--- config.mk ---
export PLATFORM = sky130hd
export DESIGN_NAME = pc_sequencer
export DESIGN_NICKNAME = d
export VERILOG_FILES = /design/src/rtl/pc_seq_pkg.sv /design/src/rtl/sat_counter.sv /design/src/rtl/pc_sequencer.sv
export SDC_FILE = /design/constraint.sdc
export NUM_CORES = 1
export LEC_CHECK = 0
export ABC_AREA = 1
export BUFFER_PORTS_ARGS = -buffer_cell sky130_fd_sc_hd__buf_2
export CAP_MARGIN = 20
export CORE_ASPECT_RATIO = 0.75
export CORE_MARGIN = 3
export CORE_UTILIZATION = 49
export CTS_CLUSTER_SIZE = 10
export DETAILED_ROUTE_END_ITERATION = 12
export PLACE_DENSITY = 0.76
export SLEW_MARGIN = 20
export SYNTH_ARGS = -nofsm -noshare
export SYNTH_HDL_FRONTEND = slang
export SYNTH_SLANG_ARGS = --single-unit
--- constraint.sdc ---
create_clock -name CLK -period 1.6 [get_ports CLK]
set_input_delay 0.08 -clock CLK [delete_from_list [all_inputs] [get_ports CLK]]
set_output_delay 0.08 -clock CLK [all_outputs]
set_load 0.05 [all_outputs]
--- src/rtl/pc_seq_pkg.sv ---
// pc_seq_pkg
//   Shared types and defaults for the program-counter sequencer.
//   - state_t          : sequencer FSM states
//   - *_DEF            : default widths, halt PC and memory timeout
//   - is_active_state  : true for states that count as active machine cycles
package pc_seq_pkg;

  localparam int unsigned PC_W_DEF        = 32'd10;
  localparam int unsigned OFF_W_DEF       = 32'd7;
  localparam int unsigned HALT_PC_DEF     = 32'd63;
  localparam int unsigned MEM_TIMEOUT_DEF = 32'd15;
  localparam int unsigned CNT_W_DEF       = 32'd16;

  typedef enum logic [2:0] {
    ST_IDLE     = 3'd0,
    ST_FETCH    = 3'd1,
    ST_EXEC     = 3'd2,
    ST_MEM_WAIT = 3'd3,
    ST_ADVANCE  = 3'd4,
    ST_HALTED   = 3'd5
  } state_t;

  // Cycles spent in these states are charged to cycle_count and keep busy high.
  function automatic logic is_active_state(input state_t s);
    is_active_state = (s == ST_FETCH) || (s == ST_EXEC) ||
                      (s == ST_MEM_WAIT) || (s == ST_ADVANCE);
  endfunction

endpackage

--- src/rtl/sat_counter.sv ---
// sat_counter
//   Up-counter that sticks at all-ones instead of wrapping.
//   Ports:
//     CLK  in   clock
//     init in   synchronous active-high clear
//     inc  in   count enable for this cycle
//     q    out  CNT_W count value
module sat_counter #(
  parameter int unsigned CNT_W = 32'd16
) (
  input  logic             CLK,
  input  logic             init,
  input  logic             inc,
  output logic [CNT_W-1:0] q
);

  logic [CNT_W-1:0] cnt_r;

  // Count register: cleared by init, advances on inc until all-ones.
  always_ff @(posedge CLK) begin
    if (init) begin
      cnt_r <= '0;
    end else if (inc && (cnt_r != '1)) begin
      cnt_r <= cnt_r + CNT_W'(1);
    end else begin
      cnt_r <= cnt_r;
    end
  end

  assign q = cnt_r;

endmodule

--- src/rtl/pc_sequencer.sv ---
// pc_sequencer
//   Multi-cycle control FSM that paces fetch/execute, stalls on data memory,
//   issues a one-cycle pc_step with jump/branch qualifiers, and stops the machine
//   on a halt opcode, PC overrun or memory timeout. All outputs are registers
//   loaded from the next state, so each output describes the state it is in.
//   Ports:
//     CLK, init                       clock and synchronous active-high reset
//     start                           begin execution (IDLE only)
//     pc                              current PC, checked against HALT_PC in FETCH
//     is_jump/is_branch/branch_cond   decode and ALU flags, sampled in EXEC
//     jump_off, is_mem, is_halt       decode fields, sampled in EXEC
//     mem_ack                         data memory completion
//     ir_load                         high during EXEC (instruction register load)
//     mem_req                         high during MEM_WAIT
//     pc_step/jump_en/branch_en/counter/reg_we   ADVANCE controls
//     busy, halt, fault               status (halt and fault sticky until init)
//     instr_count, cycle_count        saturating perf counters
module pc_sequencer
  import pc_seq_pkg::*;
#(
  parameter int unsigned PC_W        = PC_W_DEF,
  parameter int unsigned OFF_W       = OFF_W_DEF,
  parameter int unsigned HALT_PC     = HALT_PC_DEF,
  parameter int unsigned MEM_TIMEOUT = MEM_TIMEOUT_DEF,
  parameter int unsigned CNT_W       = CNT_W_DEF
) (
  input  logic             CLK,
  input  logic             init,
  input  logic             start,
  input  logic [PC_W-1:0]  pc,
  input  logic             is_jump,
  input  logic             is_branch,
  input  logic             branch_cond,
  input  logic [OFF_W-1:0] jump_off,
  input  logic             is_mem,
  input  logic             is_halt,
  input  logic             mem_ack,
  output logic             ir_load,
  output logic             mem_req,
  output logic             reg_we,
  output logic             pc_step,
  output logic             jump_en,
  output logic             branch_en,
  output logic [OFF_W-1:0] counter,
  output logic             busy,
  output logic             halt,
  output logic             fault,
  output logic [CNT_W-1:0] instr_count,
  output logic [CNT_W-1:0] cycle_count
);

  localparam int unsigned      WAIT_W    = $clog2(MEM_TIMEOUT + 32'd1);
  localparam logic [PC_W-1:0]  HALT_PC_V = PC_W'(HALT_PC);
  // Wait count seen in the last MEM_WAIT cycle before a timeout.
  localparam logic [WAIT_W-1:0] WAIT_LAST = WAIT_W'(MEM_TIMEOUT - 32'd1);

  state_t            state_r;
  state_t            nxt_s;
  logic [WAIT_W-1:0] wait_r;
  logic              lat_jump_r;
  logic              lat_branch_r;
  logic              lat_taken_r;
  logic [OFF_W-1:0]  lat_off_r;
  logic              jump_nx_s;
  logic              branch_nx_s;
  logic              taken_nx_s;
  logic [OFF_W-1:0]  off_nx_s;
  logic              timeout_s;
  logic              adv_nx_s;

  logic             ir_load_r;
  logic             mem_req_r;
  logic             reg_we_r;
  logic             pc_step_r;
  logic             jump_en_r;
  logic             branch_en_r;
  logic [OFF_W-1:0] counter_r;
  logic             busy_r;
  logic             halt_r;
  logic             fault_r;

  // Next-state decode.
  always_comb begin
    nxt_s = state_r;
    case (state_r)
      ST_IDLE: begin
        if (start) nxt_s = ST_FETCH;
        else       nxt_s = ST_IDLE;
      end
      ST_FETCH: begin
        if (pc > HALT_PC_V) nxt_s = ST_HALTED;
        else                nxt_s = ST_EXEC;
      end
      ST_EXEC: begin
        // Halt beats every other decode flag.
        if (is_halt)     nxt_s = ST_HALTED;
        else if (is_mem) nxt_s = ST_MEM_WAIT;
        else             nxt_s = ST_ADVANCE;
      end
      ST_MEM_WAIT: begin
        // An ack in the final allowed cycle still counts as success.
        if (mem_ack)                  nxt_s = ST_ADVANCE;
        else if (wait_r == WAIT_LAST) nxt_s = ST_HALTED;
        else                          nxt_s = ST_MEM_WAIT;
      end
      ST_ADVANCE: nxt_s = ST_FETCH;
      ST_HALTED:  nxt_s = ST_HALTED;
      default:    nxt_s = ST_IDLE;
    endcase
  end

  // Decode fields as they will be held after this edge: taken straight from the
  // inputs while leaving EXEC so a direct EXEC->ADVANCE sees them in time.
  always_comb begin
    jump_nx_s   = lat_jump_r;
    branch_nx_s = lat_branch_r;
    taken_nx_s  = lat_taken_r;
    off_nx_s    = lat_off_r;
    if (state_r == ST_EXEC) begin
      jump_nx_s   = is_jump;
      branch_nx_s = is_branch;
      taken_nx_s  = is_branch & branch_cond;
      off_nx_s    = jump_off;
    end else begin
      jump_nx_s   = lat_jump_r;
      branch_nx_s = lat_branch_r;
      taken_nx_s  = lat_taken_r;
      off_nx_s    = lat_off_r;
    end
  end

  assign timeout_s = (state_r == ST_MEM_WAIT) && !mem_ack && (wait_r == WAIT_LAST);
  assign adv_nx_s  = (nxt_s == ST_ADVANCE);

  // State, decode latches, wait counter and registered Moore outputs.
  always_ff @(posedge CLK) begin
    if (init) begin
      state_r      <= ST_IDLE;
      wait_r       <= '0;
      lat_jump_r   <= 1'b0;
      lat_branch_r <= 1'b0;
      lat_taken_r  <= 1'b0;
      lat_off_r    <= '0;
      ir_load_r    <= 1'b0;
      mem_req_r    <= 1'b0;
      reg_we_r     <= 1'b0;
      pc_step_r    <= 1'b0;
      jump_en_r    <= 1'b0;
      branch_en_r  <= 1'b0;
      counter_r    <= '0;
      busy_r       <= 1'b0;
      halt_r       <= 1'b0;
      fault_r      <= 1'b0;
    end else begin
      state_r      <= nxt_s;
      lat_jump_r   <= jump_nx_s;
      lat_branch_r <= branch_nx_s;
      lat_taken_r  <= taken_nx_s;
      lat_off_r    <= off_nx_s;
      // Held at zero outside MEM_WAIT, which clears it on every entry.
      if (state_r == ST_MEM_WAIT) wait_r <= wait_r + WAIT_W'(1);
      else                        wait_r <= '0;
      ir_load_r    <= (nxt_s == ST_EXEC);
      mem_req_r    <= (nxt_s == ST_MEM_WAIT);
      pc_step_r    <= adv_nx_s;
      jump_en_r    <= adv_nx_s & jump_nx_s;
      // A decoded jump wins over a taken branch.
      branch_en_r  <= adv_nx_s & taken_nx_s & ~jump_nx_s;
      counter_r    <= adv_nx_s ? off_nx_s : '0;
      reg_we_r     <= adv_nx_s & ~(jump_nx_s | branch_nx_s);
      busy_r       <= is_active_state(nxt_s);
      halt_r       <= (nxt_s == ST_HALTED);
      fault_r      <= fault_r | timeout_s;
    end
  end

  sat_counter #(.CNT_W(CNT_W)) u_instr_cnt (
    .CLK  (CLK),
    .init (init),
    .inc  (state_r == ST_ADVANCE),
    .q    (instr_count)
  );

  sat_counter #(.CNT_W(CNT_W)) u_cycle_cnt (
    .CLK  (CLK),
    .init (init),
    .inc  (is_active_state(state_r)),
    .q    (cycle_count)
  );

  assign ir_load   = ir_load_r;
  assign mem_req   = mem_req_r;
  assign reg_we    = reg_we_r;
  assign pc_step   = pc_step_r;
  assign jump_en   = jump_en_r;
  assign branch_en = branch_en_r;
  assign counter   = counter_r;
  assign busy      = busy_r;
  assign halt      = halt_r;
  assign fault     = fault_r;

endmodule

Word level (Yosys, flattened, before mapping)
Index checks and enable logic that the tools add are counted.

word-level totals
  logic and storage cells = 71
  bits of input ports = 26
  flip-flop bits (word level) = 65

operators by class
  reductions and logical operators = 14
  add/sub/neg operators = 3
  $lt $le $gt $ge = 1
  eq/ne operators = 13
  mux-type cells = 11
  bitwise operators = 11

operators by type and width
  cell                                                             number
  adder 16 x 1 -> 16 bit (second input constant)                   2
  != test 16 bit (second input constant)                           2
  case mux 3 bit (6 select lines)                                  1
  two-way mux 3 bit                                                5
  == test 3 x 2 -> 1 bit (second input constant)                   4
  == test 3 bit (second input constant)                            4
  greater-than comparator 10 x 6 -> 1 bit (second input constant)  1
  two-way mux 7 bit                                                1
  == test 3 x 1 -> 1 bit (second input constant)                   2
  logical OR 1 bit                                                 6
  AND 1 bit                                                        5
  adder 4 x 1 -> 4 bit (second input constant)                     1
  == test 4 bit (second input constant)                            1
  logical AND 1 bit                                                4
  two-way mux 1 bit                                                4
  NOT 1 bit                                                        4
  OR reduction 2 bit                                               2
  zero test 3 bit                                                  1
  OR 1 bit                                                         2
  zero test 1 bit                                                  1

Logic depth before layout (Yosys ltp)
Gate-level depths: netlist (run 1).

  word-level depth = 8
  mapped depth = 10

Cells and area by module
Synthesis (run 1) repeated with hierarchy kept, for this count alone.

second synthesis, totals
  cells, all modules = 454
  area total of the unflattened synthesis = 3,138.0 um2

by module, submodules not included
  module        cells an instance  seq. area each (um2)  area an instance (um2)  times used
  sat_counter   149                320.3                 929.6                   2
  pc_sequencer  156                660.6                 1,278.7                 1

Worst setup path before layout (run 1)
Ideal clock, no wire load.

  path kind = register to register
  start point = register u_cycle_cnt.cnt_r[0] (netlist: u_cycle_cnt.q[0])
  end point = register u_cycle_cnt.cnt_r[3] (netlist: u_cycle_cnt.q[3])
  setup slack = -340 ps
  cell stages (with the launch flop) = 10
  arrival time = 1,802 ps
  buffers on the path = 1
  period minus slack after synthesis = 1,940 ps
  cell sequence = dfxtp_1 -> ha_1 -> nand3_2 -> nor2_4 -> nand2_4 -> nand2_4 -> inv_4 -> buf_6 -> nand2_1 -> a21oi_2

on the way
  cells in the longest elaborated chain, start to end = 2
  elaborated cells on any way between the ends = 3
  those cells by class = 1 x add/sub; 1 x eq/ne; 1 x reduce/logical

RTL lines
  element                                                         line               source
  start, declared                                                 sat_counter.sv:17  logic [CNT_W-1:0] cnt_r;
  start signal, assigned                                          sat_counter.sv:24  cnt_r <= cnt_r + CNT_W'(1);
  start signal, assigned                                          sat_counter.sv:26  cnt_r <= cnt_r;
  branches (longest 2 deep; another with adder 16 x 1 -> 16 bit)  --

Several ways; the timed one is not identified.
A chain may end at the register's enable or synchronous reset.

Worst setup path after layout (run 1)
  start point = register u_cycle_cnt.cnt_r[0] (netlist: u_cycle_cnt.q[0])
  end point = register u_cycle_cnt.cnt_r[7] (netlist: u_cycle_cnt.q[7])

The elaborated chain is that of the path after synthesis.

==> results of run 1 <==
worst min-delay path: cells and delay by family:
kind / cells / cell delay [ps]
and+or+nand+nor: 1 / 80
buffers and inverters: 1 / 80
muxes: 1 / 80
repair_timing:
item / in CTS / in global routing
hold buffers: 1 / 0
endpoints found under the setup margin: 0 / 21
gates resized for setup: 0 / 5
setup buffers: 0 / 1
endpoints found under the hold margin: 1 / 0
cell usage in the layout, fill, tap and decap left out, types with 10 or more instances in the layout:
master,count
inv_1,41
dfxtp_1,36
buf_4,12
nand3_1,20
a21oi_2,12
buf_2,67
a21oi_1,11
nand2_1,116
dfxtp_2,25
o21ai_0,10
nor2_1,64
nor2_2,15
through the flow:
| step | std cells | utilization [%] | hold slack, ps | worst slack (ps) | area (µm²) |
|---|---|---|---|---|---|
| after floorplan | 437 | - | 247.3 | 5.278 | 3269 |
| after detailed placement | 583 | 60.80 | 353.1 | 87.38 | 3706 |
| after CTS | 600 | 64.27 | 0.2360 | 75.82 | 3918 |
| after global routing | 601 | 64.80 | 9.352 | 10.38 | 3950 |
| after global placement | 583 | 60.80 | 344.3 | 118.7 | 3706 |
| final | 601 | 64.80 | 15.30 | 124.6 | 3950 |
kinds of logic after synthesis:
kind of cell / count (synthesis) / synth area share (%)
adders and majority gates: 4 / 1.554
DFF: 65 / 40.40
buffers and inverters: 56 / 7.886
and+or+nand+nor: 253 / 36.21
muxes: 7 / 2.176
AOI/OAI and AO/OA: 39 / 8.236
xor gates and xnor gates: 13 / 3.535
how the worst max path moves through the flow:
stage / start / endpoint / slack [ps] / depth (start not counted)
final: u_cycle_cnt.q[0]$_SDFFE_PP0P_ / u_cycle_cnt.q[7]$_SDFFE_PP0P_ / 120 / 8
after global routing: u_cycle_cnt.q[0]$_SDFFE_PP0P_ / u_cycle_cnt.q[7]$_SDFFE_PP0P_ / 10 / 8
after CTS: u_instr_cnt.q[0]$_SDFFE_PP0P_ / u_instr_cnt.q[9]$_SDFFE_PP0P_ / 80 / 11
after detailed placement: u_instr_cnt.q[0]$_SDFFE_PP0P_ / u_instr_cnt.q[9]$_SDFFE_PP0P_ / 90 / 11
after global placement: u_instr_cnt.q[0]$_SDFFE_PP0P_ / u_instr_cnt.q[10]$_SDFFE_PP0P_ / 120 / 11
after floorplan: u_cycle_cnt.q[15]$_SDFFE_PP0P_ / u_cycle_cnt.q[3]$_SDFFE_PP0P_ / 5 / 10
routing by layer:
metal / share of wire (%) / track usage (%) / vias up / wire, µm
met5: 0 / 0 / - / 0
met4: 0.67 / 4.093 / 0 / 46
met3: 5.9 / 5.672 / 6 / 402
met2: 46 / 30.36 / 72 / 3145
met1: 48 / 24.87 / 1349 / 3276
li1: - / - / 1529 / -
cell type report:
type                    count  area, µm²  share of cell area (%)
multi-input cells         316       1690                   42.79
repair buffers             80      435.4                   11.02
inverters                  46      177.7                   4.498
flip-flops and latches     65       1348                   34.11
clock buffers               9      123.9                   3.136
well taps                  78      97.59                   2.471
clock inverters             7      77.57                   1.964
power groups by stage:
stage	sequential, mW	combinational [mW]	clock, mW
floorplan	1.78	0.192	0
global placement	1.71	0.329	0
detailed placement	1.71	0.333	0
CTS	1.67	0.336	1.45
global route	1.67	0.376	1.53
finish	1.67	0.342	1.42
sequential cells by signal, indices dropped and copies added (netlist names), 3 cells and up:
name           flops
wait_r             4
state_r            3
counter            7
u_cycle_cnt.q     16
lat_off_r          7
u_instr_cnt.q     16
==> summary.log, run 1 <==
qor: critical_path.register_to_register_setup_slack 120 ps
qor: critical_path.cp-start-kind register
qor: synthesis.syn_area_per_cell 7.370 µm²
qor: placement.gp_weighted_congestion 0.8309
qor: hold_path.hp-class input pin to register
qor: clock_tree.clock_path_buffers 2
qor: power_and_ir_drop.power.combinational.fraction 10.0%
qor: drt.dr.first_iter.drc_count 114
qor: clock_tree.clock_root_buffer clkbuf_8
qor: hold_path.hold_start jump_off[4]
qor: synthesis.postSynthRegisterBits 65
qor: drt.detail_route.wl_per_cell 11.43 µm
qor: cells_and_area.post_route_cells_drive_above_1_share 35.18%
qor: critical_path.critical_path_arrival 1680 ps
qor: power_and_ir_drop.pwr-share-seq 48.7%
qor: synthesis.synth.cells.most_frequent nand2_1 (117), dfxtp_1 (65), nor2_1 (64)
qor: critical_path.worstRegToRegCells 8
qor: synthesis.syn-instance-count 437
qor: clock_tree.tritoncts_clock_tree yes
qor: critical_path.setup.worst_path.end_class register
qor: synthesis.most_common_cell_in_the_synthesized_netlist nand2_1
qor: cells_and_area.layout.filler_cells 560
qor: critical_path.required 1800 ps
qor: die.initial_utilization 52.83%
qor: critical_path.crit-reg2reg-launch u_cycle_cnt.q[0]$_SDFFE_PP0P_
qor: drt.first_pass_iters 4
qor: clock_tree.worstSkewPairLatency 340 ps
qor: synthesis.netlist_top_cells_area dfxtp_1 (40%), nand2_1 (14%), nor2_1 (7.5%)
qor: global_routing.grt_overflow 0
qor: drt.route.detailed.drc 0
qor: sta.fin_crit 1475 ps
qor: sta.worstMarginPinSlew 440.0 ps
qor: power_and_ir_drop.ir_worst_vdd 0.5796 mV
qor: drt.detail_route.vias_per_cell 4.918
qor: sta.tns 0 ps
qor: synthesis.ys_seq_area_share 40.40%
qor: global_routing.vias_in_the_first_global_route 2696
qor: sta.timing.slew.headroom 70.66%
qor: sta.final_min_period_over_clock_period 92.21%
qor: cells_and_area.finish.net_count 548
qor: cells_and_area.area.growth.synth_to_final 22.65%
qor: drt.drtAntennaViolNets 0
qor: clock_tree.htree_levels 3
qor: synthesis.synth_fp_nets 467
qor: synthesis.fraction_of_registers_with_async_set_or_reset_after_synthesis 0%
qor: critical_path.crit_top_cell nand2_4
qor: die.rows 24
qor: critical_path.slowest_stage dfxtp_4
qor: critical_path.crit_type register to register
qor: synthesis.number_of_library_cell_types_mapped_by_synthesis 35
qor: critical_path.cell_chain_of_the_critical_path ha_2 > nand3_2 > nor2_4 > nand2_4 > nand2_4 > inv_6 > nand2_1 > a21oi_1
qor: critical_path.cp_slowest_stage_delay 390 ps
qor: clock_tree.tritoncts.num_buffers 9
qor: sta.maxSlewViolCount 0
qor: power_and_ir_drop.switching_share 28.00%
qor: synthesis.synthDominantAreaCellType dfxtp_1
qor: global_routing.antenna_violations_before_repair 0
qor: critical_path.rr_endpoint u_cycle_cnt.q[7]$_SDFFE_PP0P_
qor: power_and_ir_drop.power_report.internal_total 2.467 mW
qor: global_routing.grt_max_degree 33
qor: die.core 0.006096 mm²
qor: power_and_ir_drop.cellPowerDensity 867.5 mW/mm²
qor: die.floorplan.die_area 0.007592 mm²
qor: cells_and_area.num_antenna_cells 0
qor: synthesis.postSynth.topFlopCell dfxtp_1
qor: global_routing.grt_pass1_wl 11870 µm
qor: critical_path.critical-path-top-delay-family simple AND/OR/NAND/NOR gates
qor: synthesis.synth-edff-count 0
qor: synthesis.synthDominantCellAreaShare 40.40%
qor: drt.detailroute.via_count 2956
qor: hold_path.worstHoldPathCells 3
qor: sta.setup_repair_after_global_routing_missed_its_margin no
qor: power_and_ir_drop.cellLeakagePower 1.771 nW
qor: status.status completed
qor: global_routing.total_global_route_track_usage 18.83%
qor: clock_tree.numClockSinks 65
qor: sta.final-setup-viol-count 0
qor: synthesis.yosysWarnings 0
qor: critical_path.cp_num_buf_inv 1
qor: sta.timing_hold_violations_final 0
qor: flow_run.cap_viol_max_count 0
qor: hold_path.whs_endpoint lat_off_r[4]$_SDFF_PP0_
qor: power_and_ir_drop.power_frac_clock 41.3%
qor: placement.numPortBuffers 67
qor: die.die_w 99.62 µm
qor: die.die_y 76.21 µm
qor: drt.routed_wirelength 6869 µm
qor: die.num_io_pins 74
qor: power_and_ir_drop.p_switching 0.9595 mW
qor: placement.hpwl 5091 µm
qor: sta.clock_skew 10.51 ps
qor: critical_path.timing.critical_path.fanout_max 15
qor: power_and_ir_drop.post-layout-total-power 3.427 mW
qor: clock_tree.clkTransAtPathRegs 80 ps
qor: synthesis.synthesis.area 0.003221 mm²
qor: sta.maxClockFrequency 0.6778 GHz
(Power assumes the default switching activity.)
==> run 2, diff against run 1 <==
HOLD_SLACK_MARGIN = 0.06   (was not set)
PLACE_DENSITY = not set   (was 0.76)
PLACE_DENSITY_LB_ADDON = 0.15   (was not set)
SKIP_CTS_REPAIR_TIMING = 1   (was not set)
==> run 2 against run 1 <==
Setup slack worse by 29 ps; register-to-register slack worse by 30 ps; first-iteration DRC count down 19%; sequential power about the same; critical endpoint is now reg_we$_SDFF_PP0_; combinational power up 13%; critical path type unchanged; sequential share of layout area down 0.99 points; highest routed layer unchanged; hold slack better by 80 ps; clock skew down 4.3 ps; power up 4.6%; count of clock-buffer cells in the layout up 1; largest power group unchanged; non-clock buffer count up 7.
==> summary.log, run 2 (synthesized netlist as in run 1, its figures left out) <==
qor: status.status completed
qor: critical_path.worstRegToRegCells 8
qor: clock_tree.htree_levels 3
qor: drt.detail_route.wl_per_cell 11.97 µm
qor: sta.timing.slew.headroom 71.37%
qor: flow_run.cap_viol_max_count 0
qor: clock_tree.clock_root_buffer clkbuf_8
qor: drt.routed_wirelength 7291 µm
qor: placement.numPortBuffers 67
qor: placement.dp_worst_setup_slack 67.97 ps
qor: die.floorplan.die_area 0.007592 mm²
qor: clock_tree.clkTransAtPathRegs 80 ps
qor: sta.clock_skew 6.187 ps
qor: clock_tree.numClockSinks 65
qor: power_and_ir_drop.post-layout-total-power 3.585 mW
qor: die.core 0.006096 mm²
qor: placement.hpwl 5061 µm
qor: global_routing.total_global_route_track_usage 18.86%
qor: die.rows 24
qor: sta.maxClockFrequency 0.6649 GHz
qor: global_routing.grt_max_degree 33
qor: sta.final-setup-viol-count 0
qor: sta.timing_hold_violations_final 0
qor: power_and_ir_drop.ir_worst_vdd 0.6009 mV
qor: die.die_w 99.62 µm
qor: sta.worst_slack 96.09 ps
qor: cells_and_area.finalNonFillerCells 609
qor: sta.worstMarginPinSlew 429.5 ps
qor: clock_tree.worstSkewPairLatency 340 ps
qor: global_routing.vias_in_the_first_global_route 2664
qor: sta.final_min_period_over_clock_period 93.99%
qor: critical_path.timing.critical_path.fanout_max 9
qor: sta.fin_crit 1504 ps
qor: die.num_io_pins 74
qor: cells_and_area.top_library_cells_by_usage_in_the_layout_fill_and_taps_aside nand2_1 (116), buf_2 (67), nor2_1 (64), inv_1 (41), dfxtp_1 (36)
qor: clock_tree.tritoncts_clock_tree yes
qor: drt.drtAntennaViolNets 0
qor: drt.first_pass_iters 4
qor: critical_path.critical_path_arrival 1780 ps
qor: placement.place_area 0.003716 mm²
qor: cells_and_area.post_route_cells_drive_above_1_share 35.03%
qor: drt.dr.first_iter.drc_count 92
qor: cells_and_area.num_antenna_cells 0
qor: drt.detailroute.via_count 2979
qor: cells_and_area.area.growth.synth_to_final 26.30%
qor: critical_path.cp-start-kind register
qor: global_routing.grt_pass1_wl 11830 µm
qor: clock_tree.clock_path_buffers 2
qor: power_and_ir_drop.cellLeakagePower 1.832 nW
qor: drt.route.detailed.drc 0
qor: cells_and_area.finish.instance_area 0.004068 mm²
qor: cells_and_area.finish.net_count 556
qor: drt.detail_route.vias_per_cell 4.892
qor: cells_and_area.mostFrequentLayoutCell nand2_1
qor: die.die_y 76.21 µm
qor: global_routing.antenna_violations_before_repair 0
qor: sta.timing.hold.ws 94.96 ps
qor: critical_path.required 1880 ps
qor: placement.numPlacedInstances 581
qor: die.initial_utilization 52.83%
qor: sta.maxSlewViolCount 0
qor: power_and_ir_drop.cellPowerDensity 881.5 mW/mm²
qor: critical_path.setup.worst_path.end_class register
qor: placement.gp_weighted_congestion 0.8474
qor: critical_path.crit_type register to register
qor: global_routing.grt_overflow 0
qor: hold_path.hp-class input pin to register
qor: clock_tree.tritoncts.num_buffers 9
qor: hold_path.worstHoldPathCells 5
[run 2: power by group]
group / switching (mW) / internal [mW]
Combinational: 0.263 / 0.124
Sequential: 0.0246 / 1.64
Clock: 0.697 / 0.833
Total: 0.984 / 2.60
[run 2: area by class of cell]
class	instances	area, µm²
repair buffers	87	530.5
fillers	528	2028
well taps	78	97.59
flip-flops and latches	65	1348
clock buffers	10	148.9
multi-input cells	317	1695
inverters	46	175.2
clock inverters	6	72.57
[run 2: metrics by stage]
step           utilization [%]  TNS [ps]
2_1_floorplan                -         0
3_3_place_gp             60.96         0
3_5_place_dp             60.96         0
4_1_cts                  64.59         0
5_1_grt                  66.73    -15.46
6_report                 66.73         0
[run 2: per-layer routing]
| layer | vias to the layer above | global-route usage (%) | wire length [µm] | share of wire [%] |
|---|---|---|---|---|
| met4 | 0 | 3.411 | 46 | 0.63 |
| met3 | 4 | 6.496 | 444 | 6.1 |
| met1 | 1358 | 25.11 | 3483 | 48 |
| met2 | 67 | 29.89 | 3317 | 45 |
| li1 | 1550 | - | - | - |
| met5 | - | 0 | 0 | 0 |
[run 2: path summary, 6_finish.rpt]
kind	from	endpoint	slack (ps)
max reg2reg	state_r[2]$_SDFF_PP0_	reg_we$_SDFF_PP0_	100
min reg2reg	wait_r[0]$_SDFF_PP0_	wait_r[0]$_SDFF_PP0_	460
max	state_r[2]$_SDFF_PP0_	reg_we$_SDFF_PP0_	100
min	branch_cond	lat_taken_r$_SDFF_PP0_	90
[run 2: critical path, cell delays in order, from the launching register on]
cell     delay (ps)
dfxtp_1         400
inv_2            70
nand2_2         100
nor2_4           70
nand2_1          90
nand2_1          80
nor2_2          290
nand3_2         230
nor2_2          120
==> run 3, diff against run 2 <==
ABC_AREA = not set   (was 1)
CORE_UTILIZATION = 48   (was 49)
==> run 3 against run 2 <==
Sequential power down 2%; clock power down 8%; area after synthesis down 8.1%; combinational power down 9.6%; via count up 4.1%; cell count down 9.9%; critical path depth down 1; non-clock buffer count up 52; the flow now finishes with violations (setup timing); power down 5.6%; critical path type unchanged; synthesized cell count down 24%; sequential cell count unchanged.
==> summary.log, run 3 <==
qor: global_routing.grt_overflow 0
qor: synthesis.ys_seq_area_share 43.97%
qor: critical_path.cp-start-kind register
qor: cells_and_area.layout.filler_cells 410
qor: status.status finished, violations left
qor: sta.fin_crit 1725 ps
qor: critical_path.critical_path_arrival 2010 ps
qor: clock_tree.tritoncts.num_buffers 9
qor: synthesis.most_common_cell_in_the_synthesized_netlist dfxtp_1
qor: global_routing.antenna_violations_before_repair 0
qor: placement.gp_weighted_congestion 0.8309
qor: flow_run.cap_viol_max_count 0
qor: clock_tree.numClockSinks 65
qor: global_routing.grt_pass1_wl 11940 µm
qor: global_routing.top_usage_layer met2
qor: synthesis.synth-edff-count 0
qor: placement.numPlacedInstances 512
qor: sta.maxClockFrequency 0.5798 GHz
qor: clock_tree.clock_path_buffers 2
qor: placement.dp_worst_setup_slack -158.3 ps
qor: synthesis.synth.cells.most_frequent dfxtp_1 (65), a21oi_1 (34), nand2_1 (33)
qor: global_routing.vias_in_the_first_global_route 2612
qor: cells_and_area.top_library_cells_by_usage_in_the_layout_fill_and_taps_aside buf_2 (68), buf_4 (52), nand2_1 (31), a21oi_1 (29), dfxtp_1 (28)
qor: global_routing.grt_max_degree 26
qor: die.initial_utilization 50.28%
qor: cells_and_area.mostFrequentLayoutCell buf_2
qor: critical_path.cp_slowest_stage_delay 410 ps
qor: synthesis.number_of_library_cell_types_mapped_by_synthesis 56
qor: cells_and_area.area.growth.synth_to_final 52.26%
qor: power_and_ir_drop.ir_worst_vdd 0.6038 mV
qor: drt.detail_route.vias_per_cell 5.648
qor: drt.first_pass_iters 4
qor: synthesis.synth_fp_nets 360
qor: drt.detail_route.wl_per_cell 15.79 µm
qor: critical_path.timing.critical_path.fanout_max 6
qor: sta.maxSlewViolCount 0
qor: die.die_y 74.00 µm
qor: sta.worst_slack -124.7 ps
qor: critical_path.worstRegToRegCells 7
qor: drt.detailroute.via_count 3101
qor: critical_path.cell_chain_of_the_critical_path inv_2 > ha_4 > nand3_4 > a221o_1 > a211oi_4 > buf_6 > and3_4
qor: synthesis.synthDominantCellAreaShare 43.97%
qor: global_routing.grtUsageMet1 27.29%
qor: critical_path.critPathCapture branch_en$_SDFF_PP0_
qor: hold_path.hp-class input pin to register
qor: synthesis.fraction_of_registers_with_async_set_or_reset_after_synthesis 0%
qor: critical_path.crit_type register to register
qor: die.rows 24
qor: synthesis.syn_area_per_cell 8.967 µm²
qor: power_and_ir_drop.cellPowerDensity 751.4 mW/mm²
qor: synthesis.synthesis.area 0.002959 mm²
qor: critical_path.rr_endpoint branch_en$_SDFF_PP0_
qor: clock_tree.htree_levels 3
qor: critical_path.crit-reg2reg-launch wait_r[0]$_SDFF_PP0_
qor: die.num_io_pins 74
qor: clock_tree.tritoncts_clock_tree yes
qor: cells_and_area.multiInputGateArea 0.001824 mm²
qor: critical_path.register_to_register_setup_slack -120 ps
qor: power_and_ir_drop.cellLeakagePower 1.885 nW
qor: sta.clock_skew 13.62 ps
qor: cells_and_area.finish.net_count 496
qor: synthesis.syn-instance-count 330
qor: sta.setup_repair_after_global_routing_missed_its_margin yes
qor: synthesis.synthDominantAreaCellType dfxtp_1
qor: status.violated_checks setup timing
qor: drt.dr.first_iter.drc_count 185
qor: clock_tree.worstSkewPairLatency 350 ps
qor: synthesis.postSynth.topFlopCell dfxtp_1
qor: drt.route.detailed.drc 0
qor: placement.numPortBuffers 67
qor: sta.final_min_period_over_clock_period 107.8%
qor: critical_path.setup.worst_path.end_class register
qor: global_routing.total_global_route_track_usage 20.04%
qor: sta.worstMarginPinSlew 395.2 ps
qor: sta.final-setup-viol-count 15
qor: placement.hpwl 5337 µm
qor: cells_and_area.post_route_cells_drive_above_1_share 49.04%
qor: global_routing.met2_usage 31.65%
qor: die.die_w 96.66 µm
qor: synthesis.yosysWarnings 0
qor: synthesis.postSynthRegisterBits 65
qor: cells_and_area.num_antenna_cells 0
qor: critical_path.required 1890 ps
qor: clock_tree.clock_root_buffer clkbuf_8
qor: cells_and_area.finalNonFillerCells 549
qor: synthesis.netlist_top_cells_area dfxtp_1 (44%), a21oi_1 (5.8%), nand2_1 (4.2%)
qor: global_routing.gr-usage-met3 6.279%
qor: sta.timing.hold.ws 127.2 ps
qor: sta.timing.slew.headroom 73.43%
qor: die.core 0.005886 mm²
qor: power_and_ir_drop.post-layout-total-power 3.386 mW
qor: sta.timing_hold_violations_final 0
qor: die.floorplan.die_area 0.007152 mm²
qor: drt.routed_wirelength 8666 µm
qor: critical_path.slowest_stage a221o_1
qor: critical_path.worst_setup_path_startpoint wait_r[0]$_SDFF_PP0_
qor: clock_tree.clkTransAtPathRegs 80 ps
qor: cells_and_area.sequential_cell_area 0.001398 mm²
qor: drt.drtAntennaViolNets 0
## run 3: kinds of logic after synthesis
group	count (synthesis)	share of synthesized area (%)
compound gates	77	16.87
xor+xnor	2	0.5921
fa+ha+maj	4	1.691
buf+inv	26	4.143
flops	65	43.97
mux	5	1.860
simple gates	151	30.87
## run 3: final cells by class
cell class | instances | share of cell area (%)
clock buffer | 11 | 3.860
clock inverter | 5 | 0.7498
inverter | 10 | 0.8331
multi-input combinational | 241 | 40.49
sequential | 65 | 31.02
tap | 78 | 2.166
timing repair buffer | 139 | 20.88
## run 3: stage by stage
stage	instance area [µm²]	utilization (%)	TNS (ps)
2_1_floorplan	3102	-	-1289
3_3_place_gp	3841	65.26	-1111
3_5_place_dp	3841	65.26	-1799
4_1_cts	4049	68.79	-2332
5_1_grt	4506	76.55	-2005
6_report	4506	76.55	-1213
## run 3: power breakdown
group	internal (mW)	leakage, nW	switching (mW)
clock	0.751	0.110	0.656
combinational	0.151	1.23	0.199
sequential	1.61	0.549	0.0165
total	2.51	1.88	0.872
## run 3: worst min path at each step
stage | cells past startpoint | endpoint | start
after floorplan | 2 | lat_branch_r$_SDFF_PP0_ | is_branch
after global placement | 3 | lat_off_r[4]$_SDFF_PP0_ | jump_off[4]
after detailed placement | 3 | lat_off_r[2]$_SDFF_PP0_ | jump_off[2]
after CTS | 3 | lat_off_r[2]$_SDFF_PP0_ | jump_off[2]
after global routing | 3 | busy$_SDFF_PP0_ | start
final | 3 | busy$_SDFF_PP0_ | start
## run 3: routing by layer
| layer | part of all wire [%] | wire length, µm |
|---|---|---|
| met1 | 44 | 3815 |
| met2 | 49 | 4219 |
| met3 | 6.2 | 536 |
| met4 | 1.1 | 94 |
| met5 | 0 | 0 |
## run 3: critical path, delay by kind of cell, from the launching register on
family	cells	cell delay, ps
DFF	1	330
adders and majority gates	1	130
AOI/OAI and AO/OA	2	710
and+or+nand+nor	2	250
buffers and inverters	2	240
